===== src/rtl/instruction_fetch_stage.sv =====
// instruction_fetch_stage: producer side of the IF/ID interface.
// Owns the PC, fetches from instruction memory over a req/ack handshake,
// and presents {instruction, PC+4, valid} to IF/ID, which samples on the
// falling edge. All state changes happen on the rising edge only.
// Honours stall (hold outputs) and redirect (flush, refetch at target,
// discard any response still in flight).
// Optional macro IF_PERF_COUNT_EN adds perf_fetched / perf_discarded.
module instruction_fetch_stage #(
  parameter logic [31:0] RESET_PC = 32'h0000_0000,
  parameter logic [31:0] NOP_WORD = 32'h0000_0000
) (
  input  logic        clock,
  input  logic        reset,
  input  logic        stall,
  input  logic        redirect,
  input  logic [31:0] redirect_pc,
  output logic        imem_req,
  output logic [31:0] imem_addr,
  input  logic        imem_ack,
  input  logic [31:0] imem_rdata,
  output logic [31:0] instrucao_out,
  output logic [31:0] pc_somado_out,
`ifdef IF_PERF_COUNT_EN
  output logic [31:0] perf_fetched,
  output logic [31:0] perf_discarded,
`endif
  output logic        valid_out
);

  typedef enum logic [1:0] {
    IDLE    = 2'd0,
    FETCH   = 2'd1,
    HOLD    = 2'd2,
    DISCARD = 2'd3
  } state_t;

  localparam logic [31:0] ALIGN_MASK = 32'hFFFF_FFFC;

  state_t      r_state;
  logic [31:0] r_pc;
  logic [31:0] r_addr;
  logic [31:0] r_buf_instr;
  logic [31:0] r_buf_pc4;
  logic [31:0] r_instr;
  logic [31:0] r_pc4;
  logic        r_valid;

  logic        w_done;
  logic [31:0] w_target;
  logic [31:0] w_addr_inc;
  logic [31:0] w_discard_pc;

  // Request is a pure decode of the registered state, so it is stable all cycle.
  assign imem_req      = (r_state == FETCH) || (r_state == DISCARD);
  assign imem_addr     = r_addr & ALIGN_MASK;
  assign w_done        = imem_req && imem_ack;
  assign w_target      = redirect_pc & ALIGN_MASK;
  assign w_addr_inc    = (r_addr & ALIGN_MASK) + 32'd4;
  // While discarding, a redirect only retargets where fetching resumes.
  assign w_discard_pc  = redirect ? w_target : r_pc;

  assign instrucao_out = r_instr;
  assign pc_somado_out = r_pc4;
  assign valid_out     = r_valid;

  // Fetch FSM: state, PC, request address and the registered IF/ID outputs.
  always_ff @(posedge clock or posedge reset) begin
    if (reset) begin
      r_state <= IDLE;
      r_pc    <= RESET_PC & ALIGN_MASK;
      r_addr  <= RESET_PC & ALIGN_MASK;
      r_instr <= NOP_WORD;
      r_pc4   <= 32'd0;
      r_valid <= 1'b0;
    end else begin
      // A redirect flushes the outputs in every state, even under stall;
      // otherwise a consumed edge with nothing new presents a bubble.
      if (redirect || !stall) begin
        r_instr <= NOP_WORD;
        r_pc4   <= 32'd0;
        r_valid <= 1'b0;
      end
      case (r_state)
        IDLE: begin
          r_state <= FETCH;
          if (redirect) begin
            r_pc   <= w_target;
            r_addr <= w_target;
          end else begin
            r_addr <= r_pc;
          end
        end
        FETCH: begin
          if (redirect) begin
            r_pc <= w_target;
            // A response landing on the redirect edge is simply dropped;
            // otherwise the old request must still be drained first.
            if (w_done) begin
              r_addr  <= w_target;
              r_state <= FETCH;
            end else begin
              r_state <= DISCARD;
            end
          end else if (w_done) begin
            r_pc <= w_addr_inc;
            if (!stall) begin
              r_instr <= imem_rdata;
              r_pc4   <= w_addr_inc;
              r_valid <= 1'b1;
              r_addr  <= w_addr_inc;
            end else begin
              r_state <= HOLD;
            end
          end
        end
        HOLD: begin
          if (redirect) begin
            r_pc    <= w_target;
            r_addr  <= w_target;
            r_state <= FETCH;
          end else if (!stall) begin
            r_instr <= r_buf_instr;
            r_pc4   <= r_buf_pc4;
            r_valid <= 1'b1;
            r_addr  <= r_pc;
            r_state <= FETCH;
          end
        end
        DISCARD: begin
          r_pc <= w_discard_pc;
          if (w_done) begin
            r_addr  <= w_discard_pc;
            r_state <= FETCH;
          end
        end
        default: r_state <= IDLE;
      endcase
    end
  end

  // Hold buffer captures a response that arrives while IF/ID is stalled.
  always_ff @(posedge clock) begin
    if (r_state == FETCH && w_done && stall && !redirect) begin
      r_buf_instr <= imem_rdata;
      r_buf_pc4   <= w_addr_inc;
    end
  end

`ifdef IF_PERF_COUNT_EN
  logic w_load_valid;
  logic w_drop;

  assign w_load_valid = !redirect && !stall &&
                        ((r_state == FETCH && w_done) || (r_state == HOLD));
  assign w_drop       = w_done &&
                        ((r_state == DISCARD) || (r_state == FETCH && redirect));

  // Free-running event counters, wrapping at 2^32.
  always_ff @(posedge clock or posedge reset) begin
    if (reset) begin
      perf_fetched   <= 32'd0;
      perf_discarded <= 32'd0;
    end else begin
      if (w_load_valid) perf_fetched   <= perf_fetched + 32'd1;
      if (w_drop)       perf_discarded <= perf_discarded + 32'd1;
    end
  end
`endif

endmodule


===== config.mk =====
export PLATFORM = sky130hd
export DESIGN_NAME = instruction_fetch_stage
export DESIGN_NICKNAME = d
export VERILOG_FILES = /design/src/rtl/instruction_fetch_stage.sv
export SDC_FILE = /design/constraint.sdc
export NUM_CORES = 1
export LEC_CHECK = 0
export CAP_MARGIN = 10
export CORE_MARGIN = 3
export CORE_UTILIZATION = 52
export DETAILED_ROUTE_END_ITERATION = 16
export PLACE_DENSITY = 0.82
export SYNTH_ARGS = -nofsm -noshare
export SYNTH_HDL_FRONTEND = slang
export SYNTH_SLANG_ARGS = --single-unit

===== constraint.sdc =====
create_clock -name clock -period 5.6 [get_ports clock]
set_clock_uncertainty 0.1 [all_clocks]
set_input_delay 1.12 -clock clock [delete_from_list [all_inputs] [get_ports clock]]
set_output_delay 1.12 -clock clock [all_outputs]
set_load 0.02 [all_outputs]

==> results of run 1 <==
==> final cells by class <==
| class | count | share of cell area |
|---|---|---|
| sequential | 189 | 0.4517 |
| multi-input combinational | 548 | 0.3032 |
| timing repair buffer | 175 | 0.1548 |
| clock buffer | 19 | 0.03970 |
| tap | 216 | 0.02422 |
| clock inverter | 13 | 0.01570 |
| inverter | 31 | 0.01065 |
==> layer usage <==
metal  global-route usage  share of wire
met2               0.4043           0.47
met5                    0              0
met3              0.06018          0.080
met1               0.3544           0.43
met4              0.09015          0.024
==> power by group through the flow <==
stage | combinational [mW] | clock (mW) | sequential, mW
floorplan | 1.15 | 0 | 2.32
global placement | 2.15 | 0 | 2.17
detailed placement | 2.20 | 0 | 2.19
CTS | 2.22 | 1.29 | 2.16
global route | 2.41 | 1.34 | 2.22
finish | 2.21 | 1.27 | 2.17
==> kinds of logic after synthesis <==
family                     Yosys count  share of synthesized area
and+or+nand+nor                    237                     0.1327
buffers and inverters               97                    0.04486
other                                1                  0.0004282
AOI/OAI and AO/OA                  266                     0.1985
adders and majority gates            4                   0.005715
muxes                               14                    0.01643
DFF                                189                     0.5755
xor gates and xnor gates            25                    0.02586
==> synthesized netlist by cell type, drive strengths merged (5+ instances only) <==
cell type  number
nor4           10
nor2           41
clkbuf         48
nor3           13
nand4          15
and4            5
a221oi          5
a311o           6
dfrtp         127
xnor2          17
and2            5
o31a            8
inv            31
xor2            8
nor3b           5
edfxtp         62
a22o            8
o21ai          87
nand2         105
buf            18
o22ai          11
mux2i          11
a21o            6
a31oi          22
a22oi          61
a21oi          28
nand3          15
==> worst min-delay path, delay by kind of cell, from the launching register on <==
family	cells	cell delay [ns]
buf+inv	1	0.06
compound gates	1	0.06
flops	1	0.32
==> state kept, by name, indices dropped and copies added, names as in the netlist <==
signal	flops
r_addr	30
pc_somado_out	32
r_state	2
valid_out	1
r_buf_instr	32
instrucao_out	32
r_pc	30
r_buf_pc4	30
==> worst paths after layout <==
check                      cells past startpoint               startpoint  slack [ns]                           to
setup / recovery                               6                    stall        1.55  pc_somado_out[16]$_DFF_PP0_
setup reg to reg                               8   r_state[1]$_DFFE_PP0P_        1.74  pc_somado_out[16]$_DFF_PP0_
hold reg to reg                                2  r_buf_pc4[13]$_DFFE_PP_        0.37  pc_somado_out[13]$_DFF_PP0_
max in group asynchronous                      3                    reset        3.29          valid_out$_DFF_PP0_
min in group asynchronous                      2                    reset        1.11  instrucao_out[24]$_DFF_PP0_
hold / removal                                 2  r_buf_pc4[13]$_DFFE_PP_        0.37  pc_somado_out[13]$_DFF_PP0_
==> key figures, run 1 <==
Run status
  • Result of the run: finished clean

Power
  • P_leak: approximately 4.4 nW
  • Part of the power in the clock network: 0.225
  • Power per cell area: 506.8 nW/um^2
  • Worst-case vdd ir drop: roughly 0.34 mV
  • Proportion of power drawn by flip-flops and latches: 0.384
  • Cell-internal power: around 3.4 mW
  • Sum of internal, switching and leakage power: 5.654 mW
  • Switching power of the nets: 2.210 mW
  • Gate power share: 0.391
  • Switching Share: 0.3908

CTS
  • Cell at the root of the clock tree: clkbuf_16
  • Clock transition at path regs: 0.07 ns
  • Clock buffer depth: 2
  • Post-CTS repair timing setup buffer count: 0
  • Clk Latency, worst-skew pair: 0.44 ns
  • # resized after CTS: 0
  • H-tree levels: 4
  • Number of buffers created by CTS: 17
  • Hold-fix buffer count after cts: 0
  • Clock tree from TritonCTS: yes
  • Sink count of the clock tree: 189

Synthesis
  • Cell area after technology mapping: roughly 8800 sq um
  • Distinct cell type count after synthesis: slightly above 60
  • Share of the yosys chip area belonging to registers: 0.5755
  • Cell type contributing the most total cell area after synthesis: dfrtp_1
  • Register bit total from synthesis: 189
  • Count of mapped cells out of synthesis: 833
  • Post-Synthesis Mean Instance Area: roughly 11 sq um
  • Cell types with the largest area share after synthesis: dfrtp_1 (36%), edfxtp_1 (21%), a22oi_1 (5.2%)
  • EDFF count, synth: 62
  • Top_reg_cell synth: dfrtp_1
  • Async set or reset register ratio after synthesis: 0.6720
  • Fraction of post-synthesis cell area in the top cell type by area: 0.3629
  • Yosys Warn Count: 0

Worst setup path
  • CP startpoint kind: input port
  • Required arrival time at the worst endpoint: between 5 and 6 ns
  • Start-to-end type of the worst setup path: input port to register
  • Largest stage delay, worst path: 0.98 ns
  • Count of buffering cells on the critical path with inverters included: 1
  • CP top delay family: simple AND/OR/NAND/NOR gates
  • Critical path endpoint category: register
  • Maximum fanout along the worst path: 49
  • Standard cell with the maximum stage delay on the critical path: nor2_4
  • Arr. time, crit path: ~4.3 ns
  • Cell chain of the critical path: clkdlybuf4s50_1 > nor2b_1 > o2bb2ai_4 > nor2_4 > nand2_1 > o21ai_0

Placement
  • Post-placement cell area: 10540 sq um
  • Count of buffers inserted at the top-level ports: 162
  • Post-DP HPWL: 15460 um
  • Place WS: 1.146 ns
  • Placed insts: 1159
  • GPL Wtd Cong: around 0.86

Floorplan
  • Effective utilization at floorplan: 0.5415
  • Horiz. Die Dim: 135.8 um
  • Total Die Area: 18430 sq um
  • Boundary pin count: 167
  • Height of the chip: about 140 um
  • Site row count: 46
  • Floorplan Core Area: about 16000 sq um

STA
  • RSZ-0062 raised after global routing: no
  • Count of endpoints failing hold in the final timing report: 0
  • Timing-limited maximum frequency: 246.8 MHz
  • Final setup viols: 0
  • Number of max-slew violations in the final report: 0
  • Setup_tns: 0 ns
  • Minimum clock period: 4.053 ns
  • Share of the cycle needed by the critical path after routing: 0.7237
  • Pin slew with the least headroom to its limit: 1.164 ns
  • Final hold slack: 0.3659 ns
  • Final worst-path setup slack: 1.547 ns
  • Max-slew headroom at the worst pin: 0.2211

Detailed routing
  • Detailed Routing Iterations Pass 1: 8
  • Routed wire per std cell: 19.50 um
  • Final wirelength: 23230 um
  • Detail-routed via count per cell: ~6
  • Vias after detailed routing: 7142
  • Number of design rule violations left after detail routing: 0
  • DRT antenna net count: 0
  • Initial drt markers: 649

GRT
  • Antenna violations before repair: 0
  • Maximum number of pins on one net before global-route repair: 65
  • Number of global-route vias before repair: 6826
  • Global router's overall resource usage: 0.2576
  • Wire length of the first global-routing pass: 37000 um
  • Gr ovfl total: 0

Layout
  • Number of filler cells placed in the layout: approximately 1200
  • Number of diodes: 0
  • Nets@finish: 1035
  • Synth-to-Final Area Change: 27.40%
  • Area of all placed cells without fillers: 11160 sq um
  • Multi-input gate area in the final layout: 3383 sq um
  • Number of non-filler instances in the completed layout: between 1000 and 1500
  • Post-Route Utilization: 0.6899
  • Layout cells sized above 1: 0.06872
  • Register area: 5040 sq um
  • Most frequent cells in the layout: clkdlybuf4s50_1 (161), dfrtp_1 (127), nand2_1 (105)
  • Most common library cell in the layout ignoring fill and taps: clkdlybuf4s50_1

Run
  • Max_cap viols: 0

Worst hold path
  • Kind of path behind the tightest hold check: register to register
Power figures use the tool's default switching activity.
==> run 2: changes to the inputs <==
- CORE_UTILIZATION: 52 -> 47
- PLACE_DENSITY: 0.82 -> 0.78
- clock period: 5.6 -> 3.5 ns (I/O delays scaled with it)
==> run 2 against run 1 <==
Count of clock-buffer cells in the layout shrank 1. Sequential power up 60%. Flip-flop and latch count unchanged. Design area increased by 0.87%. Worst setup slack got worse by 0.94 ns. Non-clock buffer count rose by 10. Final cell count is 1.9% higher. Critical endpoint is now pc_somado_out[28]$_DFF_PP0_. Largest cell class unchanged. Highest routed layer unchanged.
==> key figures, run 2 (synthesis results as in run 1) <==
Run status
  • Result of the run: finished clean

GRT
  • Antenna violations before repair: 0 (unchanged)
  • Gr ovfl total: 0 (unchanged)
  • Global router's overall resource usage: 0.2333 (-0.02433)
  • Wire length of the first global-routing pass: 37220 um (+0.60%)
  • Maximum number of pins on one net before global-route repair: 128 (+97%)
  • Number of global-route vias before repair: 6831 (+0.073%)

Worst setup path
  • Critical path endpoint category: register
  • FF-to-FF Start: r_state[1]$_DFFE_PP0P_
  • Arr. time, crit path: 3.14 ns (-1.15 ns)
  • Maximum fanout along the worst path: 36 (-27%)
  • Required arrival time at the worst endpoint: 3.75 ns (-2.09 ns)
  • CP startpoint kind: register
  • Depth of the worst register-to-register path: 7 (-1)
  • Start-to-end type of the worst setup path: register to register
  • Critical Path Source: r_state[1]$_DFFE_PP0P_
  • R2R setup slack: 0.61 ns (-1.13 ns)

CTS
  • Clock tree from TritonCTS: yes
  • Hold-fix buffer count after cts: 0 (unchanged)
  • Clock buffer depth: 2 (unchanged)
  • Number of buffers created by CTS: 17 (unchanged)
  • Cell at the root of the clock tree: clkbuf_16
  • Post-CTS repair timing setup buffer count: 0 (unchanged)
  • Sink count of the clock tree: 189 (unchanged)
  • # resized after CTS: 0 (unchanged)
  • Clk Latency, worst-skew pair: 0.44 ns (about the same)
  • H-tree levels: 4 (unchanged)
  • Clock transition at path regs: 0.07 ns (about the same)

STA
  • Final hold slack: 0.3655 ns (-0.0004370 ns)
  • Timing-limited maximum frequency: 345.5 MHz
  • Final setup viols: 0 (unchanged)
  • Number of max-slew violations in the final report: 0 (unchanged)
  • Count of endpoints failing hold in the final timing report: 0 (unchanged)
  • Max-slew headroom at the worst pin: 0.4129 (+0.1919)
  • Setup_tns: 0 ns (unchanged)
  • Share of the cycle needed by the critical path after routing: 0.8269
  • Minimum clock period: 2.894 ns
  • RSZ-0062 raised after global routing: no
  • Pin slew with the least headroom to its limit: 0.8806 ns (-0.2835 ns)

Floorplan
  • Horiz. Die Dim: 142.5 um (+5.0%)
  • Total Die Area: 20310 sq um (+10%)
  • Height of the chip: 142.5 um (+5.0%)
  • Boundary pin count: 167 (unchanged)
  • Site row count: 49 (+6.5%)
  • Floorplan Core Area: 18150 sq um (+12%)
  • Effective utilization at floorplan: 0.4826 (-0.05891)

Run
  • Max_cap viols: 0 (unchanged)

Layout
  • Nets@finish: 1045 (+0.97%)
  • Number of diodes: 0 (unchanged)
  • Most common library cell in the layout ignoring fill and taps: clkdlybuf4s50_1
  • Number of filler cells placed in the layout: 1502 (+26%)
  • Post-Route Utilization: 0.6202 (-0.06968)
  • Most frequent cells in the layout: clkdlybuf4s50_1 (161), dfrtp_1 (127), nand2_1 (105)
  • Synth-to-Final Area Change: 28.52%
  • Layout cells sized above 1: 0.07614 (+0.007424)

Power
  • Power per cell area: 801.6 nW/um^2 (+58%)
  • Worst-case vdd ir drop: 0.5272 mV (+56%)
  • Sum of internal, switching and leakage power: 9.021 mW (+60%)
  • P_leak: 4.443 nW (+1.1%)

Placement
  • Count of buffers inserted at the top-level ports: 162 (unchanged)
  • Post-DP HPWL: 15960 um (+3.2%)
  • GPL Wtd Cong: 0.8986 (+4.8%)

Worst hold path
  • Kind of path behind the tightest hold check: register to register
  • Worst min-delay path startpoint: r_buf_pc4[9]$_DFFE_PP_
  • Worst Hold Depth: 2 (unchanged)

Detailed routing
  • Initial drt markers: 701 (+8.0%)
  • Number of design rule violations left after detail routing: 0 (unchanged)
  • DRT antenna net count: 0 (unchanged)
  • Final wirelength: 23560 um (+1.4%)
  • Vias after detailed routing: 7205 (+0.88%)
  • Detail-routed via count per cell: 5.935 (-1.0%)
  • Routed wire per std cell: 19.41 um (-0.49%)
  • Detailed Routing Iterations Pass 1: 5 (-3)
[run 2: changes by cell type in the layout (fill, tap and decap cells not counted), sizes merged]
cell / previous run / this run
clkinv: 1 / 6
clkbuf: 19 / 18
buf: 14 / 24
inv: 38 / 36
bufinv: 3 / 1
[run 2: power breakdown]
part	internal, mW	switching [mW]
registers	2.90	0.585
clock network	1.03	0.944
logic	1.48	2.08
total	5.41	3.61
[run 2: layout make-up]
class	instances	area [sq um]	area share
Multi-Input combinational cell	548	3374	0.2998
Clock inverter	14	177.7	0.01579
Clock buffer	18	429.2	0.03813
Timing Repair Buffer	185	1827	0.1623
Tap cell	229	286.5	0.02546
Sequential cell	189	5040	0.4478
Inverter	31	120.1	0.01067
[run 2: worst max-delay path, stage by stage, from the launching register on]
cell and delay, ns:
dfrtp_1 0.43, inv_1 0.10, ha_1 0.16, buf_4 0.36, nand2b_1 0.41, nor2_4 0.56, nand2_1 0.41, o21ai_0 0.27
[run 2: through the flow]
stage                     instance area, sq um  setup slack (ns)  instances
after CTS                                11250            0.5966       1214
after global placement                   10650            0.5584       1182
after floorplan                           8772            0.3195        834
after detailed placement                 10650            0.5205       1182
after global routing                     11250            0.3899       1214
final                                    11250            0.6057       1214
[run 2: metal layers]
metal / track usage / share of wire
met1: 0.3424 / 0.44
met3: 0.05410 / 0.083
met5: 0 / 0
met4: 0.07104 / 0.021
met2: 0.3469 / 0.45
[run 2: worst paths after layout]
kind / endpoint
max in group asynchronous: instrucao_out[8]$_DFF_PP0_
min in group asynchronous: r_addr[6]$_DFFE_PP0P_
setup / recovery: pc_somado_out[28]$_DFF_PP0_
hold / removal: pc_somado_out[9]$_DFF_PP0_
setup reg to reg: pc_somado_out[28]$_DFF_PP0_
hold reg to reg: pc_somado_out[9]$_DFF_PP0_
==> run 3: changes to the inputs <==
- CORE_UTILIZATION: 47 -> 52
- PLACE_DENSITY: 0.78 -> 0.82
- clock period: 3.5 -> 2.72 ns (I/O delays scaled with it)
==> run 3 against run 2 <==
Hold slack worse by 0.0026 ns. Power increased by 30%. Via count grew 1.6%. Count of clock-buffer cells in the layout did not move. Routed wire length rose by 1.1%. Die area decreased by 9.2%. Register-to-register slack got worse by 0.39 ns. Worst setup slack worse by 0.52 ns. Flip-flop and latch count did not move. Sequential share of layout area fell by 0.56 points. Highest routed layer unchanged.
==> key figures, run 3 (synthesis results as in run 1) <==
Layout
  • Post-Route Utilization: 0.7047 (+0.08453)
  • Area of all placed cells without fillers: 11400 sq um (+1.3%)
  • Number of filler cells placed in the layout: 1167 (-22%)
  • Most common library cell in the layout ignoring fill and taps: clkdlybuf4s50_1
  • Number of non-filler instances in the completed layout: 1218 (+0.33%)
  • Multi-input gate area in the final layout: 3387 sq um (+0.37%)
  • Nets@finish: 1062 (+1.6%)
  • Register area: 5040 sq um (unchanged)
  • Most frequent cells in the layout: clkdlybuf4s50_1 (161), dfrtp_1 (127), nand2_1 (104)
  • Synth-to-Final Area Change: 30.15%
  • Number of diodes: 0 (unchanged)
  • Layout cells sized above 1: 0.09581 (+0.01967)

Detailed routing
  • Max Used Layer: met4
  • Met2 wire length: 11560 um (+8.1%)
  • Routed wire length on met3: 2036 um (+4.1%)
  • Routed wire per std cell: 19.55 um (+0.72%)
  • DRT antenna net count: 0 (unchanged)
  • Number of design rule violations left after detail routing: 0 (unchanged)
  • Final wirelength: 23810 um (+1.1%)
  • Vias after detailed routing: 7318 (+1.6%)
  • Detail-routed via count per cell: 6.008 (+1.2%)
  • Initial drt markers: 719 (+2.6%)
  • Post-Route M1 WL: 9745 um (-6.3%)
  • Detailed Routing Iterations Pass 1: 5 (unchanged)

Worst setup path
  • CP startpoint kind: register
  • Maximum fanout along the worst path: 8 (-78%)
  • Required arrival time at the worst endpoint: 2.08 ns (-1.67 ns)
  • Arr. time, crit path: 1.99 ns (-1.15 ns)
  • R2R setup slack: 0.22 ns (-0.39 ns)
  • Depth of the worst register-to-register path: 7 (unchanged)
  • Start-to-end type of the worst setup path: register to output port
  • Critical path endpoint category: output port

Floorplan
  • Height of the chip: 135.8 um (-4.7%)
  • Effective utilization at floorplan: 0.5415 (+0.05891)
  • Floorplan Core Area: 16170 sq um (-11%)
  • Boundary pin count: 167 (unchanged)
  • Site row count: 46 (-6.1%)
  • Total Die Area: 18430 sq um (-9.2%)
  • Horiz. Die Dim: 135.8 um (-4.7%)

GRT
  • Maximum number of pins on one net before global-route repair: 82 (-36%)
  • Antenna violations before repair: 0 (unchanged)
  • Global router's overall resource usage: 0.2589 (+0.02558)
  • Gr ovfl total: 0 (unchanged)
  • Number of global-route vias before repair: 7255 (+6.2%)
  • Wire length of the first global-routing pass: 37560 um (+0.93%)

Power
  • Gate power share: 0.423 (+0.028)
  • Switching power of the nets: 4.683 mW (+30%)
  • Power per cell area: 1028 nW/um^2 (+28%)
  • Part of the power in the clock network: 0.204 (-0.015)
  • Proportion of power drawn by flip-flops and latches: 0.373 (-0.013)
  • Worst-case vdd ir drop: 0.7245 mV (+37%)
  • Cell-internal power: 7.029 mW (+30%)
  • P_leak: 4.528 nW (+1.9%)
  • Sum of internal, switching and leakage power: 11.71 mW (+30%)
  • Switching Share: 0.3999 (about the same)

CTS
  • Clock transition at path regs: 0.07 ns (about the same)
  • H-tree levels: 4 (unchanged)
  • Clk Latency, worst-skew pair: 0.43 ns (about the same)
  • Post-CTS repair timing setup buffer count: 0 (unchanged)
  • Number of buffers created by CTS: 17 (unchanged)
  • Clock buffer depth: 2 (unchanged)
  • Sink count of the clock tree: 189 (unchanged)
  • Clock tree from TritonCTS: yes
  • Cell at the root of the clock tree: clkbuf_16
  • # resized after CTS: 3 (+3)
  • Hold-fix buffer count after cts: 0 (unchanged)

Placement
  • Post-DP HPWL: 16520 um (+3.5%)
  • Post-placement cell area: 10820 sq um (+1.7%)
  • Placed insts: 1186 (+0.34%)
  • Count of buffers inserted at the top-level ports: 162 (unchanged)
  • GPL Wtd Cong: 0.8879 (-1.2%)
  • Place WS: 0.2077 ns (-0.3129 ns)

Run status
  • Result of the run: finished clean

STA
  • Pin slew with the least headroom to its limit: 1.163 ns (+0.2820 ns)
  • RSZ-0062 raised after global routing: no
  • Final hold slack: 0.3629 ns (-0.002586 ns)
  • Count of endpoints failing hold in the final timing report: 0 (unchanged)
  • Minimum clock period: 2.632 ns
  • Setup_tns: 0 ns (unchanged)
  • Timing-limited maximum frequency: 379.9 MHz
  • Share of the cycle needed by the critical path after routing: 0.9678
  • Final worst-path setup slack: 0.08760 ns (-0.5181 ns)
  • Max-slew headroom at the worst pin: 0.2221 (-0.1909)
  • Final setup viols: 0 (unchanged)
  • Number of max-slew violations in the final report: 0 (unchanged)

Worst hold path
  • Kind of path behind the tightest hold check: register to register
  • Worst Hold Depth: 2 (unchanged)

Run
  • Max_cap viols: 0 (unchanged)
run 3: final timing paths:
check	from	endpoint
worst max register to register	r_addr[3]$_DFFE_PP0P_	r_pc[20]$_DFFE_PP0P_
worst min register to register	r_buf_pc4[9]$_DFFE_PP_	pc_somado_out[9]$_DFF_PP0_
min in group asynchronous	reset	r_pc[5]$_DFFE_PP0P_
max in group asynchronous	reset	instrucao_out[28]$_DFF_PP0_
worst max-delay path	r_state[1]$_DFFE_PP0P_	imem_req
worst min-delay path	r_buf_pc4[9]$_DFFE_PP_	pc_somado_out[9]$_DFF_PP0_
run 3: layout make-up:
cell class	count	area share
clock buffer	18	0.03853
clock inverter	14	0.01087
inverter	31	0.01054
multi-input combinational	548	0.2972
sequential	189	0.4422
tap	216	0.02371
timing repair buffer	202	0.1770
run 3: metal layers:
metal / GRT usage / vias up
li1: - / 3384
met1: 0.3513 / 3524
met3: 0.04866 / 39
met2: 0.4273 / 371
met5: 0 / -
met4: 0.07727 / 0
run 3: critical path, cell delays in order, from the launching register on:
cell	delay [ns]
dfrtp_1	0.43
inv_1	0.10
ha_2	0.30
nor2_4	0.09
inv_1	0.06
clkdlybuf4s50_1	0.59
run 3: power groups by stage:
stage,Sequential [mW],Clock (mW),Combinational [mW]
global route,4.45,2.53,5.34
detailed placement,4.39,0,4.87
CTS,4.34,2.41,4.93
global placement,4.35,0,4.74
finish,4.37,2.39,4.96
floorplan,4.78,0,2.39
